$ cat config.mk
export PLATFORM = sky130hd
export DESIGN_NAME = cdc_hs_arbiter
export DESIGN_NICKNAME = d
export VERILOG_FILES = /design/src/rtl/cdc_hs_arbiter.sv
export SDC_FILE = /design/constraint.sdc
export NUM_CORES = 1
export LEC_CHECK = 0
export ABC_CLOCK_PERIOD_IN_PS = 2000
export BUFFER_PORTS_ARGS = -buffer_cell sky130_fd_sc_hd__buf_4
export CORE_MARGIN = 2
export CORE_UTILIZATION = 40
export DETAILED_ROUTE_END_ITERATION = 10
export PLACE_DENSITY = 0.67
export REMOVE_ABC_BUFFERS = 1
export SYNTH_ARGS = -nofsm -noshare
export SYNTH_HDL_FRONTEND = slang
export SYNTH_SLANG_ARGS = --single-unit
$ cat constraint.sdc
create_clock -name i_clk -period 2 [get_ports i_clk]
set_clock_uncertainty 0.1 [all_clocks]
set_input_delay 0.1 -clock i_clk [delete_from_list [all_inputs] [get_ports i_clk]]
set_output_delay 0.1 -clock i_clk [all_outputs]
set_load 0.005 [all_outputs]
$ cat src/rtl/cdc_hs_arbiter.sv
// cdc_hs_arbiter
//   Round-robin arbiter that feeds one 4-phase CDC handshake channel from
//   N_REQ source-side requesters. Each accepted word is tagged with the
//   requester ID as {id, payload}. The block also counts captured words and
//   raises a sticky stall flag.
//
// Ports
//   i_clk      source-domain clock (same clock as the synchronizer)
//   i_rst      synchronous, active-high reset
//   req_valid  per-requester word valid
//   req_data   requester k occupies [k*DATA_W +: DATA_W]
//   req_mask   1 = requester k is eligible for grant
//   req_ready  one-hot accept pulse, combinational, only in IDLE
//   cdc_valid  synchronizer i_valid
//   cdc_data   synchronizer i_data, {id, payload}
//   cdc_busy   synchronizer busy
//   o_grant_id ID of the last accepted requester
//   o_xfer_cnt words captured by the synchronizer (wraps)
//   o_timeout  sticky: the handshake waited more than TIMEOUT cycles
module cdc_hs_arbiter #(
  parameter  int N_REQ   = 4,
  parameter  int DATA_W  = 8,
  parameter  int TIMEOUT = 1023,
  parameter  int CNT_W   = 16,
  localparam int ID_W    = $clog2(N_REQ)
) (
  input  logic                     i_clk,
  input  logic                     i_rst,
  input  logic [N_REQ-1:0]         req_valid,
  input  logic [N_REQ*DATA_W-1:0]  req_data,
  input  logic [N_REQ-1:0]         req_mask,
  output logic [N_REQ-1:0]         req_ready,
  output logic                     cdc_valid,
  output logic [ID_W+DATA_W-1:0]   cdc_data,
  input  logic                     cdc_busy,
  output logic [ID_W-1:0]          o_grant_id,
  output logic [CNT_W-1:0]         o_xfer_cnt,
  output logic                     o_timeout
);

  localparam int WAIT_W = (TIMEOUT < 1) ? 1 : $clog2(TIMEOUT + 1);

  typedef enum logic [1:0] {IDLE, SEND, WAIT_HI, WAIT_LO} state_t;

  state_t                          state;
  logic   [ID_W-1:0]               rr_base;   // first index searched
  logic   [ID_W+DATA_W-1:0]        hold;
  logic   [WAIT_W-1:0]             wait_cnt;
  logic   [N_REQ-1:0][DATA_W-1:0]  req_word;
  logic   [N_REQ-1:0]              elig;
  logic   [ID_W-1:0]               grant_idx;
  logic                            grant_ok;
  logic                            do_grant;
  int                              idx_i;

  for (genvar k = 0; k < N_REQ; k++) begin : g_unpack
    assign req_word[k] = req_data[k*DATA_W +: DATA_W];
  end

  assign elig = req_valid & req_mask;

  // First eligible requester at or after rr_base, wrapping modulo N_REQ.
  always_comb begin
    grant_ok  = 1'b0;
    grant_idx = '0;
    idx_i     = 0;
    for (int i = 0; i < N_REQ; i++) begin
      idx_i = int'(rr_base) + i;
      if (idx_i >= N_REQ) idx_i = idx_i - N_REQ;
      if (!grant_ok && elig[ID_W'(idx_i)]) begin
        grant_ok  = 1'b1;
        grant_idx = ID_W'(idx_i);
      end
    end
  end

  // Gated by i_rst so a reset cycle never hands out an accept that the
  // reset would then throw away.
  assign do_grant = (state == IDLE) && !i_rst && !cdc_busy && grant_ok;

  always_comb begin
    req_ready = '0;
    if (do_grant) req_ready[grant_idx] = 1'b1;
  end

  assign cdc_valid = (state == SEND);
  assign cdc_data  = hold;

  always_ff @(posedge i_clk) begin
    if (i_rst) begin
      state      <= IDLE;
      rr_base    <= '0;
      hold       <= '0;
      wait_cnt   <= '0;
      o_grant_id <= '0;
      o_xfer_cnt <= '0;
      o_timeout  <= 1'b0;
    end else begin
      case (state)
        IDLE: begin
          if (do_grant) begin
            hold       <= {grant_idx, req_word[grant_idx]};
            o_grant_id <= grant_idx;
            rr_base    <= (grant_idx == ID_W'(N_REQ - 1)) ? '0 : grant_idx + 1'b1;
            state      <= SEND;
          end
        end
        SEND: begin
          // Synchronizer captures on any cycle it is not busy.
          if (!cdc_busy) begin
            o_xfer_cnt <= o_xfer_cnt + 1'b1;
            wait_cnt   <= '0;
            state      <= WAIT_HI;
          end
        end
        WAIT_HI, WAIT_LO: begin
          // Saturating wait counter; the flag is set one wait cycle after
          // saturation and never aborts the handshake.
          if (wait_cnt == WAIT_W'(TIMEOUT)) o_timeout <= 1'b1;
          else                              wait_cnt  <= wait_cnt + 1'b1;
          if (state == WAIT_HI && cdc_busy)       state <= WAIT_LO;
          else if (state == WAIT_LO && !cdc_busy) state <= IDLE;
        end
        default: state <= IDLE;
      endcase
    end
  end

endmodule

; Word level (Yosys, flattened, before mapping)
; Index checks and enable logic that the tools add are counted.
[classes]
n_addsub = 10
muxes = 38
eq_ne = 9
order_cmp = 10
n_reduce_logical = 22
n_bitwise = 2
[op_table]
columns = cell, n
row1 = $mux W2, 13
row2 = $mux W10, 2
row3 = $pmux W10 S2, 1
row4 = $add A16 B1 Y16 const B, 1
row5 = $bmux W8 S2, 1
row6 = $lt A2 B4 Y1 const B, 4
row7 = $mux W1, 13
row8 = $add A10 B1 Y10 const B, 1
row9 = $eq A10 B10 Y1 const B, 1
row10 = $ge A3 B3 Y1 const B, 3
row11 = $logic_and A1 B1 Y1, 9
row12 = $bmux W1 S2, 4
row13 = $mux W8, 1
row14 = $sub A2 B1 Y2 const B, 4
row15 = $add A2 B2 Y3 const B, 2
row16 = $eq A2 B2 Y1 const B, 3
row17 = $ne A2 B2 Y1 const B, 3
row18 = $pmux W2 S3, 1
row19 = $reduce_and A2 Y1, 3
row20 = $reduce_and A3 Y1, 2
row21 = $logic_not A1 Y1, 5
row22 = $and A4 B4 Y4, 1
row23 = $mux W4, 1
row24 = $add A2 B1 Y3 const B, 1
row25 = 11 further kinds, 11
[word_totals]
ff_bits = 43
elab_cells = 98

; Logic depth before layout (Yosys ltp)
; Gate-level depths: netlist (run 1).
[logic_depth]
ltp_word = 20
mapped_depth = 9

; Worst setup path after synthesis (run 1)
; No wires, ideal clock.
[synth_timing]
path_type = flip-flop to flip-flop
startpoint = register rr_base[1]
endpoint = register rr_base[1]
arrival_ps = 1594
path_stages_with_launch = 10
path_slack_ps = 174
n_path_buf = 2
period_less_slack_ps = 1826
setup_time_ps = 132
cell_sequence = dfxtp_1 > nand3_1 > o211ai_1 > a21o_1 > buf_2 > buf_4 > inv_1 > ha_1 > nand2_1 > a21oi_1
[synth_between]
elab_chain_len = 17
elab_cells_between_ends = 46
classes_between = add/sub (8) / order compare (4) / eq/ne (1) / mux (25) / reduce/logical (8)
[synth_rtl]
columns = item, line
row1 = start: declaration, 46  ; logic [ID_W-1:0] rr_base;
row2 = start signal: assignment, 104  ; rr_base <= (grant_idx == ID_W'(N_REQ - 1)) ? '0 : grant_idx + 1'b1;
row3 = branches (longest 14 deep; another with $add A2 B1 Y3), --
row4 = $mux W2 *, 70  ; if (!grant_ok && elig[ID_W'(idx_i)]) begin
row5 = via grant_idx[0], 51  ; logic [ID_W-1:0] grant_idx;
row6 = $add A2 B1 Y2 or $eq A2 B2 Y1 (tied branches), 104
row7 = $mux W2 *, 104
; Mark *: on every way through the listed nets, which the timed path passes. The select of a mux whose other input is x is not followed.
; A chain may end at the register's enable or synchronous reset.

; Worst setup path in the final report (run 1)
[layout_timing]
startpoint = register rr_base[1]
endpoint = output req_ready[2]
[layout_between]
elab_chain_len = 20
elab_cells_between_ends = 48
classes_between = add/sub (7) / order compare (6) / mux (27) / reduce/logical (8)
[layout_rtl]
columns = item, line
row1 = branches (longest 19 deep; another with $add A2 B1 Y3), --
row2 = $mux W4 *, 83  ; if (do_grant) req_ready[grant_idx] = 1'b1;
row3 = end: declaration, 32  ; output logic [N_REQ-1:0] req_ready,
; Mark *: on every way between the ends. The select of a mux whose other input is x is not followed.

==> summary.txt, run 1 <==
Status
  – Run status: finished clean

Power
  – Max VDD drop: 0.000297 V
  – Pleak: between 1 and 1.5 nW
  – Switching Fraction: about a quarter
  – Power Dens Cells: roughly 600 nW/µm²
  – Clock power share: between 30% and 40%
  – Sequential Power Share: 49.8%
  – Pint: between 1 and 1.5 mW
  – Switching pwr: roughly 440 µW
  – Comb pwr share: a little under a fifth

Placed design
  – GPL Wtd Cong: between 0.7 and 0.8
  – Final HPWL DP: between 3000 and 4000 µm
  – Pre-CTS setup slack: between 0.1 and 0.15 ns
  – Buffers added on ports: 76
  – Placed cell areas: roughly 2800 µm²

Worst setup path
  – Crit end category: output pin
  – CP startpoint kind: flip-flop
  – Crit-path cells: nand4bb_1 -> o211ai_1 -> a21o_1 -> buf_12 -> ha_1 -> and3_1 -> buf_4
  – Crit path depth: 7
  – CP Buf/Inv Count: 2
  – Critical path type: reg -> out
  – Critical Path Max Stage Delay: 0.37 ns
  – Data arrival time of the worst path: ~1.8 ns
  – R2R setup slack: around 0.090 ns
  – CP top delay family: flip-flops
  – Reg2reg path depth: 6
  – Slowest cell on crit path: dfxtp_4
  – Worst Path Max Fanout: 14
  – Worst EP required: 1.80 ns

Synth
  – Syn Std Cell Area: 2150 µm²
  – Synth top area share: a little under two fifths
  – Synthesized instance count: between 200 and 250
  – Post-synthesis sequential element count: a little over 40
  – Avg Inst Size Synth: around 9 µm²
  – Post-synth EDFFs: 0
  – Post-synth top flop: dfxtp_1
  – Syn. warnings: 0
  – Dominant cell type by area after synthesis: dfxtp_1
  – Register area share after synthesis: a little under two fifths
  – Post-synth cell types: 40
  – Top cells by area, synth: dfxtp_1, mux2i_1, xnor2_1
  – Ys async rst share: 0%

Floorplan
  – Core area: a little over 5000 µm²
  – Initial Util: 41.9%
  – Die Height: slightly below 80 µm
  – Width of the die: 77.4 µm
  – I/O pin count: just under 80
  – DIE AREA: between 5000 and 6000 µm²
  – Row cnt: 26

Timing
  – Fmax: just over 500 MHz
  – Fin. Hold Viols: 0
  – Slew Limit Fails: 0
  – Worst Tran Pin Value: approximately 0.74 ns
  – Post-layout minimum cycle time: 1.96 ns
  – Final worst slack: around 0.042 ns
  – RSZ-0062 raised after global routing: true
  – Worst slew margin: around 50%
  – Final setup violation count: 0
  – Fin crit share: a little over nine tenths

Finish
  – Ant diodes: 0
  – FF+latch area: a little over 800 µm²
  – Design Area, Final: 2960 µm²
  – Layout filler cell count: 500
  – Area delta synth->final: 37.5%
  – Commonest cells after routing, fill and taps aside: buf_4, dfxtp_1, nor2_1, nand2_1, mux2i_1
  – Nets@finish: roughly 380
  – Footprint of the multi-input gates: approximately 1300 µm²
  – Commonest non-fill, non-tap cell in the layout: buf_4
  – Share of post-route cells with drive strength above 1: 32.2%

CTS
  – Cts hold-fix bufs: 0
  – Clock Sink Count: between 40 and 50
  – TritonCTS Buffers: 5
  – Clock Latency Late Sink: a little under 0.3 ns
  – H-tree depth: 2
  – Cell at the root of the clock tree: clkbuf_8
  – Clk pin slew, worst setup/hold paths: about 0.07 ns
  – Clock tree buffer depth: 2
  – CTS tree: built

Hold path
  – Hold Crit Depth: 3
  – Hold Crit Class: in -> reg

Detailed routing
  – WL per Instance: approximately 13 µm
  – Routed WL: ~5200 µm
  – Detailed-route DRC error count: 0
  – Vias: roughly 2000
  – Number of iterations in the first detailed-routing pass: 4
  – Initial DRC count: roughly 100
  – DR vias/cell: between 5 and 6
  – DRT antenna net count: 0

Job
  – # Max-Cap Violations: 0

Global routing
  – Tot GR Track Use: between 10% and 20%
  – Global-route wire length before repair: between 8000 and 9000 µm
  – Via count of the first global-routing pass: about 1900
  – Global route total overflow: 0
  – Largest net degree at the start of global routing: 35
  – Initial antenna violation count: 0
## synthesized netlist by cell type, types with 2 or more instances
cell      instances
dfxtp_1          41
nor2b_1           2
nand4_1           4
xor2_1            5
clkbuf_1          6
nor3_1            5
nand2_1          20
buf_2             2
nand3b_1          8
a21o_1            2
o21ai_0          10
ha_1              6
or2_2             2
o221ai_1          8
and4_1            5
or3_1             6
and3_1            5
nand3_1           7
a21oi_1          11
and2_1            2
buf_4             4
inv_1             6
mux2i_1          17
nor2_1           30
nor4_1            4
xnor2_1          13
## power by group through the flow
stage | clock (mW) | sequential, mW | combinational (mW)
finish | 0.545 | 0.868 | 0.328
global placement | 0 | 0.888 | 0.315
detailed placement | 0 | 0.887 | 0.318
CTS | 0.567 | 0.869 | 0.320
floorplan | 0 | 0.888 | 0.144
global route | 0.586 | 0.873 | 0.361
## tightest hold or removal path, stage by stage
cell and delay (ns):
buf_4 0.08, mux2i_1 0.05, o221ai_1 0.14
## layer usage
metal  GRT usage, %  vias to the layer above  part of all wire, %
met5              0                        -                    0
met4           5.71                        0                  1.0
met3           4.19                        5                  4.4
met2           28.2                       31                   48
met1           23.2                      931                   47
li1               -                     1031                    -
## registers in the layout, summed over array words and instances (netlist names)
signal,cells
o_xfer_cnt,16
o_timeout,1
rr_base,2
cdc_data,8
state,2
o_grant_id,2
wait_cnt,10
## final timing paths
| kind | end | startpoint |
|---|---|---|
| worst max register to register | wait_cnt[7] | wait_cnt[0] |
| worst min register to register | o_timeout | o_timeout |
| worst max-delay path | req_ready[2] | rr_base[1] |
| worst min-delay path | cdc_data[2] | req_data[10] |
## cells by family after synthesis
| family | count (synthesis) | share of synthesized area (%) |
|---|---|---|
| multiplexers | 17 | 7.90 |
| flip-flops | 41 | 38.1 |
| AO/OA/AOI/OAI | 36 | 10.6 |
| XOR/XNOR | 18 | 7.32 |
| AND/OR/NAND/NOR | 109 | 28.6 |
| adder cells (fa/ha/maj) | 6 | 3.49 |
| buffers and inverters | 18 | 3.95 |
## repair_timing
item | in CTS | in global routing
setup endpoints to repair | 4 | 6
endpoints found under the hold margin | 0 | 0
buffers inserted | 0 | 3
gates resized for setup | 4 | 5
pin swaps | 0 | 2
## cell type report
type | count | area share [%]
multi-input cells | 186 | 43.2
flip-flops and latches | 41 | 28.0
repair buffers | 86 | 22.2
well taps | 70 | 2.96
clock buffers | 7 | 2.92
inverters | 6 | 0.760
## stage by stage
| step | utilization [%] | cells | setup TNS [ns] | power [mW] | hold slack, ns |
|---|---|---|---|---|---|
| 3_3_place_gp | 54.7 | 386 | 0 | 1.20 | 0.311 |
| 3_5_place_dp | 54.7 | 386 | 0 | 1.20 | 0.315 |
| 6_report | 57.6 | 396 | 0 | 1.74 | 0.0133 |
| 2_1_floorplan | - | 233 | 0 | 1.03 | 0.0691 |
| 5_1_grt | 57.6 | 396 | -0.0889 | 1.82 | 0.0289 |
| 4_1_cts | 56.6 | 393 | 0 | 1.76 | 0.00661 |
Note: power is estimated with default switching activity, not from simulation.
==> run 2: changes to the inputs <==
CORE_UTILIZATION = 49   (was 40)
PLACE_DENSITY = 0.79   (was 0.67)
==> summary.txt, run 2 (same netlist as run 1, synthesis figures left out) <==
Placed design
  – Post-Place Cells: 367 (was 386)
  – Buffers added on ports: 76 (unchanged)
  – Final HPWL DP: 3750 µm (was 3820 µm)
  – Pre-CTS setup slack: 0.0996 ns (was 0.110 ns)
  – Placed cell areas: 2780 µm² (was 2810 µm²)
  – GPL Wtd Cong: 0.783 (was 0.745)

CTS
  – Cell at the root of the clock tree: clkbuf_8 (unchanged)
  – Clock tree buffer depth: 2 (unchanged)
  – TritonCTS Buffers: 5 (unchanged)
  – Clock Sink Count: 41 (unchanged)
  – Clock Latency Late Sink: 0.28 ns (was 0.29 ns)
  – Clk pin slew, worst setup/hold paths: 0.08 ns (was 0.07 ns)
  – Cts hold-fix bufs: 0 (unchanged)
  – H-tree depth: 2 (unchanged)
  – CTS tree: built (unchanged)

Detailed routing
  – Detailed-route DRC error count: 0 (unchanged)
  – Initial DRC count: 93 (was 101)
  – Vias: 2039 (was 1998)
  – Routed WL: 5150 µm (was 5240 µm)
  – Number of iterations in the first detailed-routing pass: 4 (unchanged)
  – WL per Instance: 13.6 µm (was 13.2 µm)
  – DRT antenna net count: 0 (unchanged)
  – DR vias/cell: 5.39 (was 5.05)

Timing
  – Worst Tran Pin Value: 0.610 ns (was 0.737 ns)
  – Final TNS setup: 0 ns (unchanged)
  – RSZ-0062 raised after global routing: true (unchanged)
  – Fin crit share: 96.6% (was 97.9%)
  – Post-layout minimum cycle time: 1.93 ns (was 1.96 ns)
  – Final setup violation count: 0 (unchanged)
  – Final worst slack: 0.0680 ns (was 0.0418 ns)
  – Fin. Hold Viols: 0 (unchanged)
  – Slew Limit Fails: 0 (unchanged)
  – Fmax: 518 MHz (was 511 MHz)
  – Worst slew margin: 59.2% (was 50.7%)

Worst setup path
  – Reg2reg end: wait_cnt[9] (was wait_cnt[7])
  – Worst Path Max Fanout: 13 (was 14)
  – Crit end category: flip-flop (was output pin)
  – Data arrival time of the worst path: 2.01 ns (was 1.76 ns)
  – Critical R2R Launch: wait_cnt[0] (unchanged)
  – Reg2reg path depth: 6 (unchanged)
  – Worst EP required: 2.08 ns (was 1.80 ns)
  – R2R setup slack: 0.07 ns (was 0.09 ns)
  – CP startpoint kind: flip-flop (unchanged)
  – Critical path type: reg -> reg (was reg -> out)

Power
  – Power Dens Cells: 595 nW/µm² (was 588 nW/µm²)
  – Clock power share: 31.3% (about the same)
  – Max VDD drop: 0.000491 V (was 0.000297 V)
  – Pint: 1.30 mW (about the same)
  – Switching pwr: 434 µW (was 440 µW)
  – Pwr Total: 1.74 mW (about the same)
  – Comb pwr share: 18.6% (was 18.8%)
  – Switching Fraction: 25.0% (was 25.3%)
  – Pleak: 1.28 nW (about the same)
  – Sequential Power Share: 50.1% (was 49.8%)

Finish
  – Max reg flops: 16 (unchanged)
  – Design Area, Final: 2920 µm² (was 2960 µm²)
  – Ant diodes: 0 (unchanged)
  – Commonest non-fill, non-tap cell in the layout: buf_4 (unchanged)
  – Commonest cells after routing, fill and taps aside: buf_4, dfxtp_1, nor2_1, nand2_1, mux2i_1 (unchanged)
  – Area delta synth->final: 35.6% (was 37.5%)
  – Non-Filler Instances: 378 (was 396)
  – Reg with most FFs: o_xfer_cnt (unchanged)
  – Share of post-route cells with drive strength above 1: 31.6% (was 32.2%)
  – Nets@finish: 375 (unchanged)

Floorplan
  – Initial Util: 50.1% (was 41.9%)
  – Width of the die: 70.3 µm (was 77.4 µm)
  – Row cnt: 24 (was 26)
  – I/O pin count: 77 (unchanged)
  – Die Height: 70.3 µm (was 77.4 µm)
  – DIE AREA: 4940 µm² (was 5990 µm²)
  – Core area: 4290 µm² (was 5140 µm²)

Global routing
  – Initial antenna violation count: 0 (unchanged)
  – Global route total overflow: 0 (unchanged)
  – Via count of the first global-routing pass: 1901 (was 1937)
  – Tot GR Track Use: 21.0% (was 17.5%)
  – Largest net degree at the start of global routing: 35 (unchanged)
  – Global-route wire length before repair: 8450 µm (was 8680 µm)

Hold path
  – Hold Crit Class: in -> reg (unchanged)
  – WHS Endpoint: cdc_data[1] (was cdc_data[2])
  – Hold Crit Depth: 3 (unchanged)
  – Worst hold start: req_data[25] (was req_data[10])

Job
  – # Max-Cap Violations: 0 (unchanged)

Status
  – Run status: finished clean (unchanged)
==> run 2: critical path, cell delays in order, from the launching register on <==
cell and delay (ns):
dfxtp_1 0.34, ha_1 0.24, and4_1 0.20, and4_1 0.33, nor4_1 0.40, xnor2_1 0.16, nor2_1 0.06
==> run 2: per-layer routing <==
layer  global-route usage (%)  vias to the layer above  routed length [µm]  share of wire (%)
met5                        0                        -                   0                  0
met4                     6.62                        0                  87                1.7
met3                     4.76                       11                 191                3.7
met2                     35.5                       44                2630                 51
met1                     26.3                      952                2250                 44
li1                         -                     1032                   -                  -
==> run 2: worst max path at each step <==
stage / cells past startpoint / from / slack, ns / endpoint
global placement: 6 / wait_cnt[0] / 0.15 / wait_cnt[7]
detailed placement: 6 / wait_cnt[0] / 0.1 / wait_cnt[7]
finish: 6 / wait_cnt[0] / 0.07 / wait_cnt[9]
CTS: 7 / rr_base[0] / 0.01 / req_ready[2]
floorplan: 7 / rr_base[1] / 0.08 / rr_base[1]
global route: 6 / wait_cnt[0] / -0.07 / wait_cnt[9]
==> run 2: layout make-up <==
class,instances,area [µm²]
multi-input combinational,186,1260
timing repair buffer,86,658
fill,378,1370
inverter,6,22.5
clock buffer,7,86.3
sequential,41,828
tap,52,65.1
==> run 2: through the flow <==
stage / util (%) / hold WS, ns
finish: 68.0 / 0.0231
CTS: 67.1 / 0.0219
floorplan: - / 0.0691
global route: 68.0 / 0.0512
global placement: 64.8 / 0.313
detailed placement: 64.8 / 0.326
==> run 2: timing repair <==
action / 4_1_cts / 5_1_grt
endpoints found under the hold margin: 0 / 0
gates resized for setup: 4 / 3
endpoints found under the setup margin: 3 / 8
pin swaps: 0 / 2
cloned: 0 / 0
setup buffers: 0 / 4
==> run 2: power by group through the flow <==
stage          combinational (mW)  clock [mW]  sequential, mW
2_1_floorplan               0.144           0           0.888
3_3_place_gp                0.306           0           0.889
3_5_place_dp                0.310           0           0.890
4_1_cts                     0.313       0.560           0.871
5_1_grt                     0.356       0.597           0.876
6_report                    0.323       0.543           0.871
